--- config.mk ---
export PLATFORM = sky130hd
export DESIGN_NAME = afe_store_align
export DESIGN_NICKNAME = d
export VERILOG_FILES = /design/src/rtl/afe_store_align.sv
export SDC_FILE = /design/constraint.sdc
export NUM_CORES = 1
export LEC_CHECK = 0
export ABC_AREA = 0
export BUFFER_PORTS_ARGS = -buffer_cell sky130_fd_sc_hd__buf_4
export CAP_MARGIN = 20
export CORE_AREA = 2 2 104 127
export CTS_BUF_LIST = sky130_fd_sc_hd__clkbuf_8
export DETAILED_ROUTE_END_ITERATION = 12
export DIE_AREA = 0 0 106 129
export PLACE_DENSITY = 0.82
export SLEW_MARGIN = 40
export SYNTH_ARGS = -nofsm -noshare
export SYNTH_HDL_FRONTEND = slang
export SYNTH_SLANG_ARGS = --single-unit
--- constraint.sdc ---
create_clock -name iCLOCK -period 2.1 [get_ports iCLOCK]
set_input_delay 0 -clock iCLOCK [delete_from_list [all_inputs] [get_ports iCLOCK]]
set_output_delay 0 -clock iCLOCK [all_outputs]
set_load 0.005 [all_outputs]
--- src/rtl/afe_store_align.sv ---
// afe_store_align
// Store-side lane aligner between the load/store unit and the data-memory
// request port. A byte, halfword or word store at any byte address becomes
// one or two word-aligned write beats with big-endian byte enables. When a
// store crosses a word boundary it is split into two beats, or it becomes a
// single fault beat if splitting is disabled.
//
// State table:
//   ST_IDLE  | output register empty, or holding the last beat of a request
//   ST_SPLIT | output register holds beat0 (LAST=0); beat1 waits in r_b1_*
//
// Ports:
//   iCLOCK, iRESET_SYNC   clock, synchronous active-high reset
//   iFLUSH                drop the held beat and any pending second beat
//   iPREV_VALID/oPREV_BUSY  request handshake from the load/store unit
//   iPREV_SIZE/ADDR/DATA  store size (0 byte, 1 half, 2 word, 3 reserved),
//                         byte address, right-justified data
//   oNEXT_VALID/iNEXT_BUSY  beat handshake towards memory
//   oNEXT_ADDR/DATA/MASK  word-aligned address, lane-placed data, byte enables
//                         (mask bit3 = byte offset 0 = data[31:24])
//   oNEXT_LAST/FAULT      final beat of the request, faulting request
module afe_store_align #(
    parameter int P_MISALIGN_SPLIT = 1
) (
    input  logic        iCLOCK,
    input  logic        iRESET_SYNC,
    input  logic        iFLUSH,
    input  logic        iPREV_VALID,
    output logic        oPREV_BUSY,
    input  logic [1:0]  iPREV_SIZE,
    input  logic [31:0] iPREV_ADDR,
    input  logic [31:0] iPREV_DATA,
    output logic        oNEXT_VALID,
    input  logic        iNEXT_BUSY,
    output logic [31:0] oNEXT_ADDR,
    output logic [31:0] oNEXT_DATA,
    output logic [3:0]  oNEXT_MASK,
    output logic        oNEXT_LAST,
    output logic        oNEXT_FAULT
);

    localparam bit LP_SPLIT_EN = (P_MISALIGN_SPLIT != 0);

    typedef enum logic [0:0] {
        ST_IDLE  = 1'b0,
        ST_SPLIT = 1'b1
    } state_t;

    state_t      r_state;
    logic        r_valid;
    logic [31:0] r_addr;
    logic [31:0] r_data;
    logic [3:0]  r_mask;
    logic        r_last;
    logic        r_fault;
    logic [31:0] r_b1_addr;
    logic [31:0] r_b1_data;
    logic [3:0]  r_b1_mask;

    logic [1:0]  w_off;
    logic [31:0] w_left;
    logic [3:0]  w_mask_left;
    logic [63:0] w_wide;
    logic [7:0]  w_wmask;
    logic        w_split;
    logic        w_fault;
    logic [31:0] w_base;
    logic        w_prev_busy;
    logic        w_accept;
    logic        w_consume;

    assign w_off = iPREV_ADDR[1:0];

    // Left-justify the store so that offset 0 lines up with data[31:24].
    always_comb begin
        w_left      = iPREV_DATA;
        w_mask_left = 4'b1111;
        case (iPREV_SIZE)
            2'd0: begin
                w_left      = {iPREV_DATA[7:0], 24'h0};
                w_mask_left = 4'b1000;
            end
            2'd1: begin
                w_left      = {iPREV_DATA[15:0], 16'h0};
                w_mask_left = 4'b1100;
            end
            default: begin
                w_left      = iPREV_DATA;
                w_mask_left = 4'b1111;
            end
        endcase
    end

    // Shifting across a two-word window: whatever spills into the low word
    // belongs to the following word address.
    assign w_wide  = {w_left, 32'h0} >> {w_off, 3'b000};
    assign w_wmask = {w_mask_left, 4'h0} >> w_off;
    assign w_split = |w_wmask[3:0];
    assign w_fault = (iPREV_SIZE == 2'd3) | (w_split & ~LP_SPLIT_EN);
    assign w_base  = {iPREV_ADDR[31:2], 2'b00};

    assign w_prev_busy = iNEXT_BUSY | (r_state == ST_SPLIT);
    assign w_accept    = iPREV_VALID & ~w_prev_busy & ~iFLUSH;
    assign w_consume   = r_valid & ~iNEXT_BUSY;

    always_ff @(posedge iCLOCK) begin
        if (iRESET_SYNC) begin
            r_state   <= ST_IDLE;
            r_valid   <= 1'b0;
            r_addr    <= 32'h0;
            r_data    <= 32'h0;
            r_mask    <= 4'h0;
            r_last    <= 1'b0;
            r_fault   <= 1'b0;
            r_b1_addr <= 32'h0;
            r_b1_data <= 32'h0;
            r_b1_mask <= 4'h0;
        end else if (iFLUSH) begin
            r_state <= ST_IDLE;
            r_valid <= 1'b0;
        end else begin
            case (r_state)
                ST_IDLE: begin
                    // Accept implies the output slot is empty or being
                    // consumed, so loading here never overwrites a live beat.
                    if (w_accept) begin
                        r_valid <= 1'b1;
                        r_addr  <= w_base;
                        if (w_fault) begin
                            r_data  <= 32'h0;
                            r_mask  <= 4'h0;
                            r_last  <= 1'b1;
                            r_fault <= 1'b1;
                        end else begin
                            r_data  <= w_wide[63:32];
                            r_mask  <= w_wmask[7:4];
                            r_last  <= ~w_split;
                            r_fault <= 1'b0;
                            if (w_split) begin
                                r_state   <= ST_SPLIT;
                                r_b1_addr <= w_base + 32'd4;
                                r_b1_data <= w_wide[31:0];
                                r_b1_mask <= w_wmask[3:0];
                            end
                        end
                    end else if (w_consume) begin
                        r_valid <= 1'b0;
                    end
                end
                ST_SPLIT: begin
                    if (w_consume) begin
                        r_state <= ST_IDLE;
                        r_valid <= 1'b1;
                        r_addr  <= r_b1_addr;
                        r_data  <= r_b1_data;
                        r_mask  <= r_b1_mask;
                        r_last  <= 1'b1;
                        r_fault <= 1'b0;
                    end
                end
                default: begin
                    r_state <= ST_IDLE;
                    r_valid <= 1'b0;
                end
            endcase
        end
    end

    assign oPREV_BUSY  = w_prev_busy;
    assign oNEXT_VALID = r_valid;
    assign oNEXT_ADDR  = r_addr;
    assign oNEXT_DATA  = r_data;
    assign oNEXT_MASK  = r_mask;
    assign oNEXT_LAST  = r_last;
    assign oNEXT_FAULT = r_fault;

endmodule

# Word level (Yosys, flattened, before mapping)
# Index checks and enable logic that the tools add are counted.
[word_totals]
ff_bits = 140
inputBits = 71
[op_classes]
addsub = 1
n_eq_ne = 5
n_shift = 2
mux = 28
n_bitwise = 10
reduce_logical = 6
[op_table]
columns = ["op", "count"]
rows = [
  ["case mux 32 bit (2 select lines)", 3],
  ["2-to-1 mux 32 bit", 5],
  [">> shifter 64 x 5 -> 64 bit", 1],
  ["adder 32 x 3 -> 32 bit, second input constant", 1],
  ["2-to-1 mux 4 bit", 3],
  ["2-to-1 mux 1 bit", 11],
  ["case mux 1 bit (2 select lines)", 4],
  ["case mux 4 bit (2 select lines)", 1],
  [">> shifter 8 x 2 -> 8 bit", 1],
  ["NOT 1 bit", 6],
  ["case mux 3 bit (2 select lines)", 1],
  ["AND reduction 5 bit", 1],
  ["OR reduction 4 bit", 1],
  ["AND 1 bit", 3],
  ["!= test 3 bit, second input constant", 1],
  ["AND reduction 3 bit", 1],
  ["equality test 2 x 1 -> 1 bit, second input constant", 1],
  ["equality test 2 bit, second input constant", 1],
  ["zero test 2 bit", 1],
  ["!= test 2 x 1 -> 1 bit, second input constant", 1],
  ["!= test 2 bit, second input constant", 1],
  ["AND reduction 2 bit", 1],
  ["OR reduction 2 bit", 1],
  ["bitwise OR 1 bit", 1],
]

# Longest topological paths before layout
# Gate-level depths: netlist of the first run.
[depth]
depth_word = 8
mapped_depth = 8
ltp_nobuf = 5

# Worst setup path after synthesis of the first run
# No wires, ideal clock.
[synth_timing]
path_kind = "reg-to-reg"
startpoint = "reg r_state"
endpoint = "reg r_data[20] (netlist: oNEXT_DATA[20])"
setup_ns = 0.086
arrival_time_ns = 1.662
required_time_ns = 2.014
path_slack_ns = 0.352
path_stages_with_launch = 8
synth_period_minus_slack_ns = 1.748
path_cell_list = "dfxtp_1 -> buf_2 -> mux2_2 -> nand2_1 -> buf_2 -> buf_1 -> a21oi_1 -> a211oi_1"
[synth_between]
elab_chain_cells = 6
word_cells_on_any_way = 9
[synth_lines]
columns = ["item", "line_no", "source"]
rows = [
  ["from (decl)", "49", "state_t r_state;"],
  ["from (signal assigned)", "108", "r_state <= ST_IDLE;"],
  ["from (signal assigned)", "119", "r_state <= ST_IDLE;"],
  ["from (signal assigned)", "140", "r_state <= ST_SPLIT;"],
  ["bitwise OR 1 bit", "102", "assign w_prev_busy = iNEXT_BUSY | (r_state == ST_SPLIT);"],
  ["NOT 1 bit", "103", "assign w_accept = iPREV_VALID & ~w_prev_busy & ~iFLUSH;"],
  ["AND 1 bit (2 in a row)", "103", ""],
  ["!= test 2 bit (no source line)", "n/a", ""],
  ["AND reduction 3 bit (no source line)", "n/a", ""],
  ["to (signal assigned)", "135", "r_data <= w_wide[63:32];"],
  ["to (signal assigned)", "155", "r_data <= r_b1_data;"],
  ["to (decl)", "52", "logic [31:0] r_data;"],
]
# Parallel ways exist; a longest one is shown, timed or not.
# A chain may end at the register's enable or synchronous reset.

# Worst setup path after layout of the first run
[layout_timing]
startpoint = "reg r_state"
endpoint = "reg r_b1_addr[13]"
[layout_between]
elab_chain_cells = 5
word_cells_on_any_way = 6
[layout_lines]
columns = ["item", "line_no", "source"]
rows = [
  ["bitwise OR 1 bit", "102", ""],
  ["NOT 1 bit", "103", ""],
  ["AND 1 bit (2 in a row)", "103", ""],
  ["AND reduction 5 bit (no source line) (*)", "n/a", ""],
  ["to (signal assigned)", "141", "r_b1_addr <= w_base + 32'd4;"],
  ["to (decl)", "56", "logic [31:0] r_b1_addr;"],
]
# Mark *: on every way between the ends. The rest lies on a longest branch, timed or not.

==> results of run 1 <==
==> repair_timing <==
item | 4_1_cts | 5_1_grt
hold endpoints to repair | 80 | 0
gates resized for setup | 0 | 0
hold buffers | 54 | 0
==> cells by family after synthesis <==
group                      count (synthesis)  share of synthesized area (%)
muxes                                     64                           9.59
AOI/OAI and AO/OA                        219                           24.3
and+or+nand+nor                          275                           20.6
other                                      1                         0.0558
adders and majority gates                  1                          0.186
DFF                                      127                           37.8
xor gates and xnor gates                  13                           1.69
buffers and inverters                     86                           5.77
==> metal layers <==
layer / GRT usage, % / share of wire [%]
met4: 12.8 / 3.0
met2: 51.3 / 49
met3: 6.18 / 7.5
met1: 36.9 / 41
met5: 0 / 0
==> through the flow <==
| stage | util, % | setup slack, ns | instances | hold WS (ns) | total power, uW |
|---|---|---|---|---|---|
| after global placement | 63.6 | 0.202 | 1043 | 0.222 | 3440 |
| after detailed placement | 63.6 | 0.234 | 1043 | 0.228 | 3450 |
| after global routing | 71.3 | 0.0478 | 1129 | 0.0234 | 5990 |
| after floorplan | - | 0.352 | 787 | 0.0785 | 3060 |
| after CTS | 71.3 | 0.231 | 1129 | 0.000980 | 5770 |
| final | 71.3 | 0.171 | 1129 | 0.0311 | 5770 |
==> layout make-up <==
cell class | instances | area, um2 | share of cell area [%]
Clock buffer | 17 | 234 | 2.64
Inverter | 9 | 33.8 | 0.381
Tap cell | 164 | 205 | 2.31
Multi-Input combinational cell | 574 | 3810 | 43.0
Timing Repair Buffer | 223 | 1860 | 21.0
Clock inverter | 15 | 181 | 2.05
Sequential cell | 127 | 2540 | 28.7
==> cells in the final DEF, fill, tap and decap left out, drive strengths merged, types with 3 or more instances in the layout <==
cell type	count
buf	169
nor2	132
dfxtp	127
a211oi	63
mux2i	61
dlygate4sd3	54
nand2	36
a21oi	32
a221oi	21
nor3	20
o21ai	19
clkbuf	17
a311oi	14
a22oi	13
nand4	13
inv	13
nor4	12
nand4b	11
xnor2	10
nand3	10
a32oi	9
nand3b	9
a211o	9
a221o	8
o211ai	8
o31ai	8
o41ai	6
or4	6
clkinv	6
or2	5
nor2b	4
nor4b	4
mux2	3
xor2	3
bufinv	3
and2	3
==> critical path, cell delays in order, from the launching register on <==
cell and delay [ns]:
dfxtp_2 0.35, or4b_1 0.61, a31oi_4 0.20, buf_12 0.27, nor2_1 0.10, a211oi_1 0.28
==> power by group <==
| part | switching [uW] | total [uW] | internal [uW] |
|---|---|---|---|
| Combinational | 512 | 970 | 459 |
| Sequential | 47.2 | 2540 | 2490 |
| Clock | 1080 | 2270 | 1190 |
| Total | 1640 | 5770 | 4140 |
==> registers in the layout (all words and copies together), names as in the netlist <==
name         flops
oNEXT_ADDR      30
oNEXT_DATA      32
oNEXT_FAULT      1
oNEXT_LAST       1
oNEXT_MASK       4
oNEXT_VALID      1
r_b1_addr       30
r_b1_data       24
r_b1_mask        3
r_state          1
==> worst max-delay path by stage <==
| stage | to | slack (ns) | cells after the start |
|---|---|---|---|
| after detailed placement | r_b1_addr[28]$_SDFFE_PP0P_ | 0.23 | 5 |
| after CTS | r_b1_addr[28]$_SDFFE_PP0P_ | 0.23 | 5 |
| after global routing | oNEXT_ADDR[16]$_SDFFE_PP0P_ | 0.05 | 5 |
| after global placement | oNEXT_DATA[31]$_SDFFE_PP0P_ | 0.20 | 4 |
| after floorplan | oNEXT_DATA[20]$_SDFFE_PP0P_ | 0.35 | 7 |
| final | r_b1_addr[13]$_SDFFE_PP0P_ | 0.17 | 5 |
==> flow_summary_export.csv, run 1 <==
group,metric,value,unit
timing,hold_viol_final,0,
place,finalWeightedCongestion,0.893,
critical_path,worstRegToRegCells,5,
synthesis,syn_area,6720,um2
synthesis,synthCells,786,
critical_path,critPathMaxFanout,59,
floorplan,ios,143,
routing,postRouteAntennaNets,0,
critical_path,critPathArrivalTime,2.27,ns
critical_path,worstPathRequired,2.44,ns
synthesis,synth_area_leaders,"dfxtp_1, mux2i_1, nor2_1",
cts,clock_latency,0.44,ns
power_and_ir_drop,power_leakage,0.00339,uW
routing,wl,20.5,mm
critical_path,cp-start-kind,"flip-flop",
floorplan,start_util,54.0,%
timing,fin_skew,0.00977,ns
routing,drc,0,
routing,first_iter_violations,573,
cts,post_cts.repair.setup_buffers,0,
cts,cts_tree,"yes",
power_and_ir_drop,ir_drop,0.392,mV
synthesis,synth.distinct_cells,62,
place,port_buffers,140,
routing,dr.pass1.iters,5,
synthesis,yosysWarningCount,0,
timing,setup_tns,0,ns
synthesis,synth.most_common_cell,"nor2_1",
cells_and_area,final_nets,1024,
cts,htree_levels,4,
timing,finalSetupViolCount,0,
synthesis,syn_avg_cell_area,8.55,um2
floorplan,dieArea,13700,um2
flow_run,cap_violations,0,
cells_and_area,syn2layout_area_growth,32.0,%
cts,clk_path_buf_depth,2,
cts,clockRootBuffer,"clkbuf_8",
synthesis,synth_top_area_share,37.8,%
worst_hold_path,min_to,"oNEXT_DATA[2]$_SDFFE_PP0P_",
place,postPlaceCellArea,7910,um2
timing,layout_min_cycle_time,1.93,ns
timing,grt_setup_unrepaired,"false",
synthesis,synth_edf_count,0,
global_route,grt.total_usage,30.0,%
synthesis,synthFlopType,"dfxtp_1",
routing,vias,7013,
routing,viasPerCell,6.21,
synthesis,async_flop_share,0,%
global_route,grt_pass1_vias,6557,
critical_path,rr_endpoint,"r_b1_addr[13]$_SDFFE_PP0P_",
synthesis,synth_top_cell_by_area,"dfxtp_1",
power_and_ir_drop,power_density,651,nW/um2
timing,tightestPinTransition,0.750,ns
place,hpwl,12.9,mm
cells_and_area,fill_cells,966,
floorplan,die_w,106,um
global_route,grt_pass1_wl,32.9,mm
synthesis,synth_commonest_cells,"nor2_1, dfxtp_1, a211oi_1, mux2i_1, clkbuf_1",
critical_path,end_kind,"flip-flop",
floorplan,rows,45,
cells_and_area,n_antenna_cell,0,
cells_and_area,final_cell_area,8870,um2
routing,drt-wirelength-per-cell,18.1,um
timing,final.period_utilization,91.9,%
synthesis,ys_seq_area_share,37.8,%
worst_hold_path,min_from,"iPREV_DATA[10]",
timing,relSlewSlack,49.7,%
critical_path,reg2reg_from,"r_state$_SDFF_PP0_",
synthesis,ys_seq_elements,127,
global_route,grt_max_degree,86,
global_route,antenna_found_initial,0,
outcome,status,"completed",
cts,clock_sinks,127,
floorplan,dieHeight,129,um
cells_and_area,layout-drive-gt1-share,22.7,%
timing,finalMaxSlewViolations,0,
floorplan,coreArea,12400,um2
critical_path,critPathKind,"reg2reg",
global_route,grt-ovfl-total,0,
worst_hold_path,min_path_type,"in2reg",
cts,cts_buffers,17,
critical_path,crit_start,"r_state$_SDFF_PP0_",
worst_hold_path,hold_depth,4,
timing,max_clock_freq,518,MHz
critical_path,r2r_slack,0.17,ns
cts,clk_pin_slew,0.08,ns
(Power assumes the default switching activity.)
==> run 2: changes to the inputs <==
ABC_AREA = 1   (was 0)
CORE_AREA = 2 2 107 130   (was 2 2 104 127)
DIE_AREA = 0 0 109 132   (was 0 0 106 129)
PLACE_DENSITY = 0.81   (was 0.82)
==> run 2 against run 1 <==
Compared with the run above:
- register-to-register slack got worse by 0.03 ns
- via count increased by 17%
- sequential cell count unchanged
- clock-buffer cell count increased by 1
- global-route usage increased by 3.8 points
- non-clock buffer count decreased by 20
- routed wire length increased by 17%
- fmax decreased by 1.7%
- critical path type unchanged
- critical endpoint is now oNEXT_VALID$_SDFFE_PP0P_
==> flow_summary_export.csv, run 2 <==
group,metric,value,unit
outcome,status,"completed",
global_route,grt.total_usage,33.8,%
timing,final.period_utilization,93.5,%
floorplan,die_w,109,um
critical_path,cp_slowest_cell,"dlygate4sd3_1",
timing,fin_skew,0.0125,ns
synthesis,synthCells,1167,
cts,cts_resized,0,
routing,first_iter_violations,581,
synthesis,async_flop_share,0,%
critical_path,worstPathRequired,2.49,ns
synthesis,synth.most_common_cell,"nand2_1",
timing,hold_viol_final,0,
power_and_ir_drop,ir_drop,0.455,mV
worst_hold_path,hold_depth,5,
power_and_ir_drop,fin_total_pwr,6000,uW
place,dp_slack,0.490,ns
cts,cts_buffers,17,
cts,cts_tree,"yes",
routing,viasPerCell,5.44,
cts,clock_latency,0.46,ns
routing,drt-wirelength-per-cell,16.0,um
place,port_buffers,140,
synthesis,syn_avg_cell_area,6.06,um2
critical_path,critPathMaxFanout,7,
cts,clk_pin_slew,0.08,ns
cells_and_area,final_cell_count_no_fill,1504,
timing,tightestPinTransition,0.676,ns
routing,dr.pass1.iters,5,
floorplan,ios,143,
critical_path,critPathKind,"reg2reg",
global_route,grt_max_degree,59,
routing,vias,8188,
synthesis,synthFlopType,"dfxtp_1",
synthesis,synth_area_leaders,"dfxtp_1, nand2_1, nor2_1",
synthesis,synth.distinct_cells,32,
power_and_ir_drop,power_leakage,0.00422,uW
cells_and_area,syn2layout_area_growth,28.4,%
synthesis,ys_seq_area_share,35.9,%
critical_path,cp-start-kind,"flip-flop",
cells_and_area,final_common_cell,"nand2_1",
cts,clk_path_buf_depth,2,
critical_path,critPathArrivalTime,2.35,ns
cells_and_area,final_nets,1395,
critical_path,worstRegToRegCells,5,
timing,finalMaxSlewViolations,0,
synthesis,synth_top_area_share,35.9,%
synthesis,ys_seq_elements,127,
synthesis,synth_edf_count,0,
place,dpl.cell_count,1426,
critical_path,max_stage_delay,0.59,ns
critical_path,end_kind,"flip-flop",
floorplan,coreArea,13100,um2
synthesis,synth_commonest_cells,"nand2_1, nor2_1, dfxtp_1, inv_1, a21oi_1",
synthesis,syn_area,7070,um2
synthesis,yosysWarningCount,0,
cts,cts_hold_buf,46,
cells_and_area,n_antenna_cell,0,
cts,post_cts.repair.setup_buffers,0,
timing,setup_tns,0,ns
worst_hold_path,min_path_type,"in2reg",
cells_and_area,fill_cells,1182,
timing,finalSetupViolCount,0,
cells_and_area,largest_register_ffs,32,
critical_path,path_buf_inv,3,
critical_path,worst-path-stages,5,
routing,wl,24.1,mm
global_route,grt_pass1_wl,38.3,mm
critical_path,crit_path_frequent_cell,"dlygate4sd3_1",
cts,clock_sinks,127,
flow_run,cap_violations,0,
synthesis,synth_top_cell_by_area,"dfxtp_1",
floorplan,start_util,54.1,%
timing,max_clock_freq,509,MHz
routing,drc,0,
timing,fin_ws,0.137,ns
critical_path,crit_chain,"inv_2, nand3_2, dlygate4sd3_1, a21oi_1, dlygate4sd3_1",
floorplan,dieArea,14400,um2
cts,htree_levels,4,
critical_path,crit_family,"buffers and inverters",
place,hpwl,16.5,mm
timing,layout_min_cycle_time,1.96,ns
routing,postRouteAntennaNets,0,
floorplan,rows,46,
global_route,antenna_found_initial,0,
floorplan,dieHeight,132,um
power_and_ir_drop,power_density,660,nW/um2
timing,grt_setup_unrepaired,"false",
global_route,grt-ovfl-total,0,
cts,clockRootBuffer,"clkbuf_8",
cells_and_area,layout-drive-gt1-share,15.3,%
global_route,grt_pass1_vias,7870,
timing,relSlewSlack,54.9,%
cells_and_area,final_cell_mix,"nand2_1, nor2_1, buf_4",
place,finalWeightedCongestion,0.990,
timing,whs,0.00683,ns
## run 2: kinds of logic (layout without fill, tap and decap cells)
| kind of cell | after synthesis | in the layout | share of synthesized area [%] |
|---|---|---|---|
| flops | 127 | 127 | 35.9 |
| compound gates | 226 | 226 | 16.2 |
| xor+xnor | 4 | 4 | 0.495 |
| fa+ha+maj | 1 | 1 | 0.177 |
| simple gates | 630 | 630 | 36.7 |
| other cells | 1 | 2 | 0.0530 |
| buf+inv | 178 | 346 | 10.4 |
## run 2: report_power, final
group	switching, uW	internal (uW)	total [uW]	leakage (uW)
registers	48.0	2490	2540	0.00103
logic	560	399	959	0.00295
clock network	1060	1450	2500	0.000234
## run 2: stage by stage
stage,utilization [%],area [um2]
finish,69.5,9080
CTS,69.5,9080
detailed placement,62.5,8160
global placement,62.5,8160
floorplan,-,7080
global route,69.5,9080
## run 2: final cells by class
| type | instances | area (um2) | share of cell area [%] |
|---|---|---|---|
| Clock inverter | 14 | 215 | 2.37 |
| Sequential cell | 127 | 2540 | 28.0 |
| Inverter | 111 | 417 | 4.59 |
| Multi-Input combinational cell | 863 | 3800 | 41.8 |
| Timing Repair Buffer | 203 | 1650 | 18.2 |
| Clock buffer | 18 | 248 | 2.73 |
| Tap cell | 168 | 210 | 2.31 |
## run 2: final timing paths
| kind | startpoint | end | slack, ns |
|---|---|---|---|
| setup / recovery | r_state$_SDFF_PP0_ | oNEXT_VALID$_SDFFE_PP0P_ | 0.14 |
| hold / removal | iPREV_DATA[13] | r_b1_data[21]$_SDFFE_PP0P_ | 0.007 |
| setup reg to reg | r_state$_SDFF_PP0_ | oNEXT_VALID$_SDFFE_PP0P_ | 0.14 |
| hold reg to reg | r_b1_mask[3]$_SDFFE_PP0P_ | r_b1_mask[3]$_SDFFE_PP0P_ | 0.46 |
## run 2: tightest hold or removal path, stage by stage
cell	delay, ns
buf_4	0.12
nand3_1	0.07
o21ai_1	0.11
nand2_1	0.08
a21oi_1	0.05
## run 2: layer usage
layer	vias up	part of all wire, %	track usage, %
met5	-	0	0
met1	3730	39	38.6
li1	4027	-	-
met3	91	6.0	6.18
met4	0	6.0	21.3
met2	340	49	57.1
==> run 3: changes to the inputs <==
--- a/config.mk
+++ b/config.mk
@@ -9,9 +9,11 @@
 export BUFFER_PORTS_ARGS = -buffer_cell sky130_fd_sc_hd__buf_4
 export CAP_MARGIN = 20
-export CORE_AREA = 2 2 107 130
+export CELL_PAD_IN_SITES_DETAIL_PLACEMENT = 1
+export CELL_PAD_IN_SITES_GLOBAL_PLACEMENT = 1
+export CORE_AREA = 2 2 126 153
 export CTS_BUF_LIST = sky130_fd_sc_hd__clkbuf_8
 export DETAILED_ROUTE_END_ITERATION = 12
-export DIE_AREA = 0 0 109 132
-export PLACE_DENSITY = 0.81
+export DIE_AREA = 0 0 128 155
+export PLACE_DENSITY = 0.85
 export SLEW_MARGIN = 40
 export SYNTH_ARGS = -nofsm -noshare
==> constraint.sdc (replaced) <==
create_clock -name iCLOCK -period 2.1 [get_ports iCLOCK]
set_input_delay 0.105 -clock iCLOCK [delete_from_list [all_inputs] [get_ports iCLOCK]]
set_output_delay 0.105 -clock iCLOCK [all_outputs]
set_load 0.005 [all_outputs]
==> run 3 against run 2 <==
Compared with the run above:
- non-clock buffer count shrank 25
- setup slack gained 0.19 ns
- highest routed layer unchanged
- register-to-register slack gained 0.19 ns
- sequential power is essentially flat
- fmax grew 11%
- combinational power shrank 1%
==> flow_summary_export.csv, run 3 (synthesis results as in run 2) <==
group,metric,value,unit
outcome,status,"completed",
timing,finalSetupViolCount,0,
global_route,grt.met1_usage,30.8,%
floorplan,start_util,38.4,%
global_route,top_usage_layer,"met2",
place,dp_slack,0.362,ns
floorplan,coreArea,18400,um2
floorplan,rows,55,
timing,whs,0.0146,ns
timing,finalMaxSlewViolations,0,
critical_path,critPathArrivalTime,2.15,ns
routing,wl,27.2,mm
cts,clock_sinks,127,
timing,max_clock_freq,564,MHz
floorplan,ios,143,
global_route,grt_pass1_vias,8415,
cells_and_area,final_cell_mix,"nand2_1, nor2_1, buf_4",
critical_path,worstPathRequired,2.48,ns
place,postPlaceCellArea,8260,um2
global_route,grt.total_usage,27.6,%
cells_and_area,n_antenna_cell,0,
cts,cts_tree,"yes",
cts,clk_pin_slew,0.09,ns
power_and_ir_drop,ir_drop,0.403,mV
global_route,grt-ovfl-total,0,
cts,clock_latency,0.48,ns
floorplan,die_w,128,um
worst_hold_path,hold_depth,4,
floorplan,dieHeight,155,um
cts,post_cts.repair.setup_buffers,0,
timing,setup_tns,0,ns
cells_and_area,syn2layout_area_growth,25.2,%
cts,clk_path_buf_depth,2,
global_route,grt_pass1_wl,42.8,mm
cts,cts_resized,0,
critical_path,end_kind,"flip-flop",
cells_and_area,largest_register_ffs,32,
routing,viasPerCell,5.37,
global_route,gr-usage-met2,50.3,%
critical_path,critPathMaxFanout,18,
cts,cts_buffers,17,
global_route,grt_max_degree,76,
cells_and_area,final_nets,1370,
global_route,globalRouteMet3Util,4.54,%
routing,postRouteAntennaNets,0,
routing,drc,0,
cells_and_area,final_cell_area,8850,um2
routing,drt-wirelength-per-cell,17.7,um
critical_path,worstRegToRegCells,9,
timing,final.period_utilization,84.5,%
cts,htree_levels,4,
routing,first_iter_violations,526,
timing,relSlewSlack,49.5,%
critical_path,cp-start-kind,"flip-flop",
routing,dr.pass1.iters,5,
flow_run,cap_violations,0,
power_and_ir_drop,power_leakage,0.00408,uW
timing,hold_viol_final,0,
timing,fin_ws,0.326,ns
timing,fin_skew,0.0110,ns
floorplan,dieArea,19800,um2
cells_and_area,final_common_cell,"nand2_1",
cells_and_area,layout-drive-gt1-share,15.7,%
routing,vias,8272,
global_route,antenna_found_initial,0,
place,port_buffers,140,
timing,layout_min_cycle_time,1.77,ns
timing,grt_setup_unrepaired,"false",
cts,clockRootBuffer,"clkbuf_8",
place,hpwl,19.3,mm
timing,tightestPinTransition,0.757,ns
place,finalWeightedCongestion,0.960,
worst_hold_path,min_path_type,"in2reg",
critical_path,critPathKind,"reg2reg",
power_and_ir_drop,power_density,633,nW/um2
==> run 3: changes by cell type in the layout (fill, tap and decap cells not counted), sizes merged <==
cell and change:
clkinvlp +3, inv +1, dlygate4sd3 -25, bufinv -4
==> run 3: final timing paths <==
path                                    from                    endpoint  slack (ns)
setup / recovery          r_state$_SDFF_PP0_  r_b1_addr[17]$_SDFFE_PP0P_        0.33
setup reg to reg          r_state$_SDFF_PP0_  r_b1_addr[17]$_SDFFE_PP0P_        0.33
hold / removal                iPREV_ADDR[11]  r_b1_addr[11]$_SDFFE_PP0P_        0.01
hold reg to reg   r_b1_data[13]$_SDFFE_PP0P_  r_b1_data[13]$_SDFFE_PP0P_        0.47
==> run 3: power breakdown <==
part           total [uW]  internal (uW)  switching (uW)
sequential           2540           2490            50.7
clock                2120            980            1140
combinational         945            372             573
==> run 3: through the flow <==
step	std cells	util, %	total power, uW
6_report	1539	48.0	5610
5_1_grt	1539	48.0	5840
4_1_cts	1539	48.0	5640
3_5_place_dp	1486	44.8	3500
3_3_place_gp	1486	44.8	3480
2_1_floorplan	1168	-	3070
==> run 3: cell type report <==
| type | count | area, um2 |
|---|---|---|
| inverter | 111 | 417 |
| sequential | 127 | 2540 |
| fill | 2527 | 9590 |
| multi-input combinational | 863 | 3800 |
| tap | 228 | 285 |
| clock buffer | 18 | 248 |
| timing repair buffer | 178 | 1430 |
| clock inverter | 14 | 135 |
==> run 3: repair_timing <==
item                                    in CTS  in global routing
hold buffers                                21                  0
endpoints found under the hold margin       20                  0
endpoints found under the setup margin       0                  0
==> run 3: routing by layer <==
metal | vias up | share of wire [%]
met2 | 252 | 51
met3 | 82 | 4.0
met4 | 0 | 4.9
met5 | - | 0
li1 | 3974 | -
met1 | 3964 | 40
==> run 3: worst max-delay path, stage by stage (launching register included) <==
cell	delay [ns]
dfxtp_2	0.36
inv_2	0.13
nand3_2	0.13
nor2_1	0.17
nand3_2	0.14
inv_2	0.28
buf_12	0.20
nand3_1	0.14
nand2_1	0.09
inv_1	0.03
